### config.mk
export PLATFORM = sky130hd
export DESIGN_NAME = alu_handshake
export DESIGN_NICKNAME = d
export VERILOG_FILES = /design/src/rtl/alu_handshake.sv
export SDC_FILE = /design/constraint.sdc
export NUM_CORES = 1
export LEC_CHECK = 0
export CAP_MARGIN = 20
export CORE_ASPECT_RATIO = 0.6
export CORE_MARGIN = 3
export CORE_UTILIZATION = 47
export DETAILED_ROUTE_END_ITERATION = 10
export PLACE_DENSITY = 0.73
export SLEW_MARGIN = 20
export SYNTH_ARGS = -nofsm -noshare
export SYNTH_HDL_FRONTEND = slang
export SYNTH_SLANG_ARGS = --single-unit
### constraint.sdc
create_clock -name i_CLK -period 4.5 [get_ports i_CLK]
set_clock_uncertainty 0.2 [all_clocks]
set_input_delay 0.9 -clock i_CLK [delete_from_list [all_inputs] [get_ports i_CLK]]
set_output_delay 0.9 -clock i_CLK [all_outputs]
set_load 0.005 [all_outputs]
### src/rtl/alu_handshake.sv
// Registered 4-function ALU (ADD/SUB/AND/POPCNT) with ready/valid handshakes
// on both sides; a single result register gives 1-cycle latency at full rate.
module alu_handshake #(
    parameter  int unsigned DATA_WIDTH = 8,
    localparam int unsigned OUT_WIDTH  = DATA_WIDTH + 3
) (
    input  logic                  i_CLK,
    input  logic                  i_RST,
    input  logic [DATA_WIDTH-1:0] i_arg0,
    input  logic [DATA_WIDTH-1:0] i_arg1,
    input  logic [1:0]            i_oper,
    input  logic                  i_VALID,
    output logic                  o_READY,
    output logic                  o_VALID,
    input  logic                  i_READY,
    output logic [OUT_WIDTH-1:0]  o_Y
);

    localparam int unsigned CAT_WIDTH = 2 * DATA_WIDTH;

    localparam logic [1:0] OP_ADD = 2'b00;
    localparam logic [1:0] OP_SUB = 2'b01;
    localparam logic [1:0] OP_AND = 2'b10;

    logic                 r_valid;
    logic [OUT_WIDTH-1:0] r_y;
    logic                 w_accept;
    logic [OUT_WIDTH-1:0] w_a;
    logic [OUT_WIDTH-1:0] w_b;
    logic [CAT_WIDTH-1:0] w_cat;
    logic [OUT_WIDTH-1:0] w_popcnt;
    logic [OUT_WIDTH-1:0] w_result;

    // Ready whenever the result slot is empty or being drained this cycle
    assign o_READY  = !i_RST && (!r_valid || i_READY);
    assign w_accept = i_VALID && o_READY;
    assign o_VALID  = r_valid;
    assign o_Y      = r_y;

    assign w_a   = OUT_WIDTH'(i_arg0);
    assign w_b   = OUT_WIDTH'(i_arg1);
    assign w_cat = {i_arg0, i_arg1};

    always_comb begin
        w_popcnt = '0;
        for (int unsigned i = 0; i < CAT_WIDTH; i++) begin
            w_popcnt = w_popcnt + OUT_WIDTH'(w_cat[i]);
        end
    end

    // Modular subtraction in OUT_WIDTH yields the sign-extended negative result
    always_comb begin
        w_result = '0;
        case (i_oper)
            OP_ADD:  w_result = w_a + w_b;
            OP_SUB:  w_result = w_a - w_b;
            OP_AND:  w_result = w_a & w_b;
            default: w_result = w_popcnt;
        endcase
    end

    always_ff @(posedge i_CLK) begin
        if (i_RST) begin
            r_valid <= 1'b0;
            r_y     <= '0;
        end else if (w_accept) begin
            r_valid <= 1'b1;
            r_y     <= w_result;
        end else if (i_READY) begin
            r_valid <= 1'b0;
        end
    end

endmodule

==> impl_metrics.json, run 1 <==
{
  "track_usage": 0.208,
  "cells_after_dpl": 295,
  "synth.cells.most_frequent": "inv_1, ha_1, nand2_1",
  "clock_power_share": 0.172,
  "io_pins": 35,
  "ys_seq_area_frac": 0.126,
  "gr-usage-met3": 0.0747,
  "timing.final.setup_violations": 0,
  "syn-instance-count": 216,
  "first_pass_grt_wire_length_mm": 7.36,
  "worst_hold_margin_ns": 0.265,
  "p_sw_uw": 233,
  "sum_of_routed_wire_length_over_all_layers_mm": 4.40,
  "outcome": "complete, no violations",
  "maximum_number_of_pins_on_one_net_before_global_route_repair": 17,
  "top_cell_type_by_total_area_after_synthesis": "ha_1",
  "ys_ff_latch": 11,
  "place.detailed.hpwl_mm": 3.63,
  "ys_warn_count": 0,
  "route.vias.total": 1639,
  "maxClockFrequency_mhz": 228,
  "ys_async_sr_fraction": 0,
  "internal_power_uw": 349,
  "vdd_drop_max_mv": 0.168,
  "worstPathRequired_ns": 4.41,
  "dieArea_um2": 4510,
  "grt_use_met1": 0.297,
  "met2_usage": 0.306,
  "fin_cells": 300,
  "max_slew.worst_pin.slew_ns": 0.687,
  "timing.final.crit_share": 0.975,
  "timing.final.max_slew_violations": 0,
  "kind_of_start_point_of_the_critical_path": "input port",
  "fp.coreArea_um2": 3400,
  "power.switching_fraction": 0.401,
  "residual_drc_count": 0,
  "yosys.cell_count.top_type": "inv_1",
  "worstPathMaxFanout": 2,
  "pwr-share-comb": 0.636,
  "antenna_cells": 0,
  "power_density_nw_per_um2": 264,
  "count_of_flip_flops_with_a_built_in_enable_after_synthesis": 0,
  "final_layout_size_suffix_gt1_frac": 0.173,
  "regToRegSetupSlack_ns": 2.85,
  "clock-sinks": 11,
  "gpl.final_weighted_congestion": 0.862,
  "share_seq_of_total_power": 0.191,
  "synth_fp_nets": 271,
  "top_usage_layer": "met2",
  "drtPass1Iterations": 5,
  "p_total_uw": 582,
  "synthTopCellsByArea": "ha_1, fa_1, dfxtp_1",
  "worstSkewPairLatency_ns": 0.24,
  "overflow": 0,
  "first_global_vias": 1578,
  "tritoncts_clock_tree": "done",
  "cts_htree_levels": 1,
  "die_h_um": 53.2,
  "fin_nets": 311,
  "area_delta_synth_final_pct": 26.3,
  "drv_cap": 0,
  "portBuffers": 34,
  "final_core_util": 0.649,
  "clockBufferDepth": 2,
  "synth_largest_type_area_fraction": 0.150,
  "finalHoldViolCount": 0,
  "dominantRegCellSynth": "dfxtp_1",
  "max_slew_headroom": 0.541,
  "arrival_time_worst_endpoint_ns": 4.30,
  "post_drt_wl_per_cell_um": 14.7,
  "setup_total_negative_slack_ns": 0,
  "start_util": 0.514,
  "min-delay-path-class": "flip-flop to flip-flop",
  "grt_antenna_before_repair": 0,
  "clk_pin_slew_ns": 0.05,
  "yosys.cell_types.count": 52,
  "clock-root-buffer": "clkbuf_8",
  "setup.worst_path.class": "input port to flip-flop",
  "postSynthAreaPerCell_um2": 8.09,
  "std_cell_rows": 16,
  "period_needed_ns": 4.39,
  "p_leak_nw": 0.982,
  "viasPerCell": 5.46,
  "critPathCaptureType": "flip-flop",
  "number_of_buffers_inserted_during_clock_tree_synthesis": 3,
  "combined_area_of_all_synthesized_cells_um2": 1750,
  "dieWidth_um": 84.7,
  "drtAntennaViolNets": 0,
  "cts_hold_repair.buffers": 0,
  "drt_first_iter_violations": 93
}
## final timing paths
kind,startpoint,end,depth (start not counted)
worst min-delay path,o_Y[2],o_Y[2],2
worst max register to register,o_VALID,o_Y[6],4
worst max-delay path,i_arg1[5],o_Y[1],15
worst min register to register,o_Y[2],o_Y[2],2
## cell type report
class / instances / area [µm²]
inverter: 38 / 143
sequential: 11 / 220
clock buffer: 4 / 45.0
multi-input combinational: 155 / 1330
tap: 45 / 56.3
fill: 305 / 1200
timing repair buffer: 47 / 410
## metrics by stage
| stage | cell area, µm² | setup WS [ns] |
|---|---|---|
| after CTS | 2210 | 0.0279 |
| final | 2210 | 0.111 |
| after global placement | 2170 | -0.438 |
| after global routing | 2210 | -0.000582 |
| after detailed placement | 2170 | -0.490 |
| after floorplan | 1750 | 0.182 |
## layout by cell type, fill, tap and decap left out, drive strengths merged, types with 9 or more instances in the layout
master / synthesis / layout
inv: 38 / 38
o21ai: 10 / 10
clkbuf: 6 / 9
fa: 12 / 12
ha: 21 / 21
nand2: 15 / 15
dfxtp: 11 / 11
nor2: 11 / 11
buf: 6 / 13
clkdlybuf4s50: 0 / 25
## cells by family after synthesis
family,Yosys count,share of synthesized area
xor gates and xnor gates,4,0.0200
AOI/OAI and AO/OA,60,0.253
adders and majority gates,33,0.288
muxes,6,0.0365
DFF,11,0.126
buffers and inverters,50,0.118
and+or+nand+nor,52,0.158
## worst max-delay path: stages
cell             delay [ns]
clkdlybuf4s15_1        0.20
inv_2                  0.05
fa_1                   0.55
fa_1                   0.45
fa_1                   0.51
fa_1                   0.41
inv_1                  0.07
ha_2                   0.18
inv_2                  0.04
fa_2                   0.54
nand2_2                0.06
o21ai_2                0.08
nand2_1                0.06
o21ai_1                0.10
o21ai_1                0.07
## sequential cells by signal (all words and copies together), names as in the netlist
| signal | count |
|---|---|
| o_VALID | 1 |
| o_Y | 10 |
## layer usage
| metal | wire length (µm) | up-vias |
|---|---|---|
| li1 | - | 829 |
| met1 | 2250 | 745 |
| met2 | 1720 | 65 |
| met3 | 432 | 0 |
| met4 | 0 | 0 |
| met5 | 0 | - |
## power by group through the flow
stage | logic [mW] | clock network, mW | registers [mW]
final | 0.370 | 0.100 | 0.111
after global routing | 0.417 | 0.108 | 0.112
after CTS | 0.357 | 0.102 | 0.111
after detailed placement | 0.348 | 0 | 0.114
after global placement | 0.346 | 0 | 0.113
after floorplan | 0.245 | 0 | 0.114
## what timing repair did
action | 4_1_cts | 5_1_grt
pin swaps | 7 | 7
buffers inserted | 0 | 1
setup endpoints to repair | 4 | 3
gates resized for setup | 22 | 17
Power figures use the tool's default switching activity.
==> inputs of run 2 (changes only) <==
--- a/config.mk
+++ b/config.mk
@@ -5,6 +5,7 @@
 export SDC_FILE = /design/constraint.sdc
 export NUM_CORES = 1
 export LEC_CHECK = 0
+export ABC_CLOCK_PERIOD_IN_PS = 4500
 export CAP_MARGIN = 20
 export CORE_ASPECT_RATIO = 0.6
 export CORE_MARGIN = 3
==> results of run 2 <==
No change in the layout: final DEF, timing and power equal those of run 1.
